**src/rtl/mem_access_seq.sv**
```systemverilog
// mem_access_seq: sequences LSU byte/half/word requests into one or two aligned word accesses on a sync-read memory
module mem_access_seq (
  input  logic        i_clk,
  input  logic        i_reset,
  input  logic        i_req_valid,
  output logic        o_req_ready,
  input  logic [31:0] i_req_addr,
  input  logic [31:0] i_req_wdata,
  input  logic [1:0]  i_req_size,
  input  logic        i_req_wren,
  input  logic        i_req_signed,
  output logic        o_rsp_valid,
  output logic [31:0] o_rsp_rdata,
  output logic        o_mem_en,
  output logic        o_mem_wren,
  output logic [31:0] o_mem_addr,
  output logic [3:0]  o_mem_bmask,
  output logic [31:0] o_mem_wdata,
  input  logic [31:0] i_mem_rdata,
  output logic        o_busy
);
  localparam logic [1:0] IDLE = 2'd0, LO = 2'd1, HI = 2'd2, DONE = 2'd3;
  logic [1:0]  state, size, off;
  logic [31:0] addr, wdata, lo_word, shifted, load;
  logic        wren, sgn, act, in_range, split, hi_ok;
  logic [29:0] widx;
  logic [3:0]  lane;
  logic [7:0]  mask8;
  logic [63:0] pair;
  logic [5:0]  hi_sh;
  always_comb begin
    act      = !i_reset;
    off      = addr[1:0];
    in_range = addr <= 32'h0000_07FF;
    split    = (size[1] && off != 2'd0) || (size == 2'b01 && off == 2'd3);
    widx     = addr[31:2] + 30'd1;
    hi_ok    = widx <= 30'h1FF;
    lane     = size[1] ? 4'hF : size[0] ? 4'h3 : 4'h1;
    mask8    = {4'h0, lane} << off;
    hi_sh    = 6'd32 - {1'b0, off, 3'b000};
    pair     = split ? {hi_ok ? i_mem_rdata : 32'h0, lo_word} : {32'h0, i_mem_rdata};
    shifted  = 32'(pair >> {off, 3'b000});
    load     = size[1] ? shifted :
               size[0] ? {{16{sgn & shifted[15]}}, shifted[15:0]} :
                         {{24{sgn & shifted[7]}}, shifted[7:0]};
    o_req_ready = act && state == IDLE;
    o_busy      = act && state != IDLE;
    o_rsp_valid = act && state == DONE;
    o_rsp_rdata = (o_rsp_valid && !wren && in_range) ? load : 32'h0;
    o_mem_en    = act && (state == LO || (state == HI && hi_ok));
    o_mem_wren  = o_mem_en && wren;
    o_mem_addr  = state == HI ? {2'b00, widx} : {2'b00, addr[31:2]};
    o_mem_bmask = !o_mem_en ? 4'h0 : state == HI ? mask8[7:4] : mask8[3:0];
    o_mem_wdata = state == HI ? wdata >> hi_sh : wdata << {off, 3'b000};
  end
  always_ff @(posedge i_clk) begin
    if (i_reset) begin
      state   <= IDLE;
      addr    <= 32'h0;
      wdata   <= 32'h0;
      size    <= 2'b00;
      wren    <= 1'b0;
      sgn     <= 1'b0;
      lo_word <= 32'h0;
    end else if (state == IDLE) begin
      if (i_req_valid) begin
        addr  <= i_req_addr;
        wdata <= i_req_wdata;
        size  <= i_req_size;
        wren  <= i_req_wren;
        sgn   <= i_req_signed;
        state <= i_req_addr <= 32'h0000_07FF ? LO : DONE;
      end
    end else if (state == LO) begin
      state <= split ? HI : DONE;
    end else if (state == HI) begin
      lo_word <= i_mem_rdata;
      state   <= DONE;
    end else begin
      state <= IDLE;
    end
  end
endmodule

```
**config.mk**
```make
export PLATFORM = sky130hd
export DESIGN_NAME = mem_access_seq
export DESIGN_NICKNAME = d
export VERILOG_FILES = /design/src/rtl/mem_access_seq.sv
export SDC_FILE = /design/constraint.sdc
export NUM_CORES = 1
export LEC_CHECK = 0
export ABC_AREA = 1
export CELL_PAD_IN_SITES_DETAIL_PLACEMENT = 1
export CELL_PAD_IN_SITES_GLOBAL_PLACEMENT = 1
export CORE_UTILIZATION = 34
export CTS_BUF_LIST = sky130_fd_sc_hd__clkbuf_4 sky130_fd_sc_hd__clkbuf_8
export DETAILED_ROUTE_END_ITERATION = 7
export PLACE_DENSITY = 0.81
export SLEW_MARGIN = 20
export SYNTH_ARGS = -nofsm -noshare
export SYNTH_HDL_FRONTEND = slang
export SYNTH_SLANG_ARGS = --single-unit
```
**constraint.sdc**
```tcl
create_clock -name i_clk -period 4.05 [get_ports i_clk]
set_input_delay 1.0125 -clock i_clk [delete_from_list [all_inputs] [get_ports i_clk]]
set_output_delay 1.0125 -clock i_clk [all_outputs]
set_load 0.01 [all_outputs]
```
==> flow_summary.toml <==
[run_status]
status = "finished with violations"
violations = "setup timing"

[routing]
vias_per_cell = 5.42
drtPass1Iterations = 5
wl_um = 33300
vias = 9730
avgRoutedWirePerCell_um = 18.6
drtAntennaViolNets = 0
drc = 0
drtIter0Drc = 549

[hold_path]
worst_hold_startpoint = "lo_word[29]$_SDFFE_PP0P_"
hold_class = "reg -> reg"

[clock_tree]
cts_tree = "yes"
clk_pin_slew_ps = 120
cts-buffers-inserted = 9
cts_root_buffer = "clkbuf_8"
ctsHoldBuffers = 0
clk_latency_ps = 400
clock_path_buffers = 2
clock-sinks = 102
ctsHtreeMaxLevel = 3

[critical_path]
slowest_delay_ps = 430
critical_path_class = "reg -> out"
r2r-start = "state[0]$_SDFFE_PP0P_"
crit_start = "addr[11]$_SDFFE_PP0P_"
critPathTopFamily = "simple AND/OR/NAND/NOR gates"
path_cells = "nand2_2, nor2_2, nand2_1, nor2_4, a21oi_1, nor2_1, nand3_1, nor2_2, buf_4, nand4_1, nand3_2, nand3_2, nand2_4, nand2_8, nor2_4, buf_6"
endpoint_kind = "primary output"
crit_required_ps = 3040
critPathSlowestCell = "dfxtp_1"
crit_path_start_kind = "register"
arrival_ps = 3130
crit_path_max_fanout = 8
cp.buffers_inverters = 2

[final_layout]
layout.nets = 1624
final_common_cell = "nand2_1"
layout_common_cells = "243 x nand2_1, 180 x o21ai_0, 167 x clkdlybuf4s50_1, 140 x nor2_1, 104 x inv_1"
multiInputGateArea_um2 = 5170
fin_util = 0.524
fillerInstances = 2802
seq_area_um2 = 2080
drive_gt1_frac = 0.203
final_cells = 1794
synthToLayoutAreaGrowth_pct = 49.2

[timing]
fin_crit_sh = 1.02
fin_hold_ws_ps = 465
fin_skew_ps = 11.0
min_period_ps = 4150
setup_violations = 17
finalWorstSetupSlack_ps = -96.9
fin_tns_setup_ps = -967
finalMaxSlewViolations = 0
slew_headroom = 0.409
rsz0062_at_grt = "true"
hold_viol_final = 0
max_freq_mhz = 241
tightestPinTransition_ps = 887

[synth]
synth_edf_count = 0
synthCells = 1265
synth_sequential_area_ratio = 0.273
yosysWarnings = 0
synth-seq-cells = 102
yosys_most_used_dff = "dfxtp_1"
synth_area_per_cell_um2 = 5.91
syn_area_um2 = 7470
yosysUniqueCellTypes = 44
async_flop_share = 0

[power]
p_int_w = 0.00305
vdd_drop_max_uv = 246
power.switching_w = 0.00292
power.share.clock = 0.121
p_per_area_nw_per_um2 = 536
power.leakage_nw = 4.49
p_comb_frac = 0.609
pwr-share-seq = 0.270
p_sw_frac = 0.490

[grt]
track_usage = 0.292
grt_pass1_wl_um = 51200
antenna_found_initial = 1
grt_overflow_total = 0
grt_max_degree = 101
grt_pass1_vias = 9675

[floorplan]
rows = 53
initial_utilization = 0.351
die_height_um = 150
core_um2 = 21300
ioPinCount = 208
die_w_um = 150
dieArea_um2 = 22600

[job]
maxCapViolCount = 0

[place]
dp_hpwl_um = 24200
io_buffers = 205
pre_cts_ws_ps = -441
dp_cells = 1759
routabilityCongestion = 0.939
-- per-layer routing --
metal	global-route usage	vias up	wire length, um
met3	0.0464	66	1880
met2	0.485	325	15800
met1	0.379	4624	14500
met4	0.113	0	1110
li1	-	4715	-
met5	0	-	0
-- cells by family after synthesis --
group           after synthesis  synth area share
simple gates                573             0.324
other cells                   1          0.000502
fa+ha+maj                     8            0.0134
buf+inv                     202             0.105
flops                       102             0.273
compound gates              364             0.265
xor+xnor                     12            0.0141
mux                           3           0.00402
-- per-stage QoR --
step / power [W] / area [um^2]
6_report: 0.00597 / 11100
5_1_grt: 0.00640 / 11100
4_1_cts: 0.00583 / 10700
3_5_place_dp: 0.00492 / 10300
3_3_place_gp: 0.00485 / 10300
2_1_floorplan: 0.00336 / 7480
-- repair_timing --
item,4_1_cts,5_1_grt
pin swaps,24,29
gates cloned,1,2
endpoints found under the setup margin,39,49
buffers inserted,8,7
resized for setup,173,146
-- state kept, by name, indices dropped and copies added, names as in the netlist --
register  flops
wdata        32
lo_word      32
wren          1
state         2
sgn           1
addr         32
size          2
-- worst reg2reg max path, cell delays in order (launching register included) --
cell     delay [ps]
dfxtp_1         350
inv_1           110
ha_1            280
nand2_4         240
inv_1           670
nand2_1         170
a31oi_1         190
-- synthesized netlist by cell type (all sizes together), types with 6 or more instances --
| cell type | count | area share |
|---|---|---|
| clkinv | 6 | 0.0030 |
| nor2 | 182 | 0.10 |
| nand4 | 19 | 0.016 |
| clkbuf | 64 | 0.032 |
| nor3 | 15 | 0.011 |
| o21ai | 194 | 0.13 |
| ha | 8 | 0.013 |
| o22ai | 9 | 0.0075 |
| buf | 18 | 0.013 |
| inv | 114 | 0.057 |
| xor2 | 8 | 0.0094 |
| dfxtp | 102 | 0.27 |
| o211ai | 14 | 0.014 |
| a21oi | 107 | 0.072 |
| a211oi | 9 | 0.0090 |
| o221ai | 10 | 0.012 |
| nand3 | 72 | 0.049 |
| nand2 | 275 | 0.14 |
| a31oi | 8 | 0.0067 |
-- worst paths after layout --
kind | endpoint | slack (ps) | cells after the start
min reg2reg | lo_word[29]$_SDFFE_PP0P_ | 470 | 2
max reg2reg | state[1]$_SDFFE_PP0P_ | 1980 | 6
max | o_rsp_rdata[25] | -100 | 16
min | lo_word[29]$_SDFFE_PP0P_ | 470 | 2
-- area by class of cell --
type | count | share of cell area
Inverter | 120 | 0.0414
Tap cell | 275 | 0.0309
Multi-Input combinational cell | 963 | 0.463
Antenna cell | 1 | 0.000224
Clock buffer | 9 | 0.0111
Timing Repair Buffer | 317 | 0.258
Sequential cell | 102 | 0.187
Clock inverter | 7 | 0.00819
-- power groups by stage --
stage / combinational (W) / sequential, W / clock [W]
6_report: 0.00363 / 0.00161 / 0.000726
2_1_floorplan: 0.00184 / 0.00152 / 0
5_1_grt: 0.00396 / 0.00166 / 0.000785
3_5_place_dp: 0.00332 / 0.00160 / 0
3_3_place_gp: 0.00327 / 0.00158 / 0
4_1_cts: 0.00349 / 0.00159 / 0.000750
(Power assumes the default switching activity.)
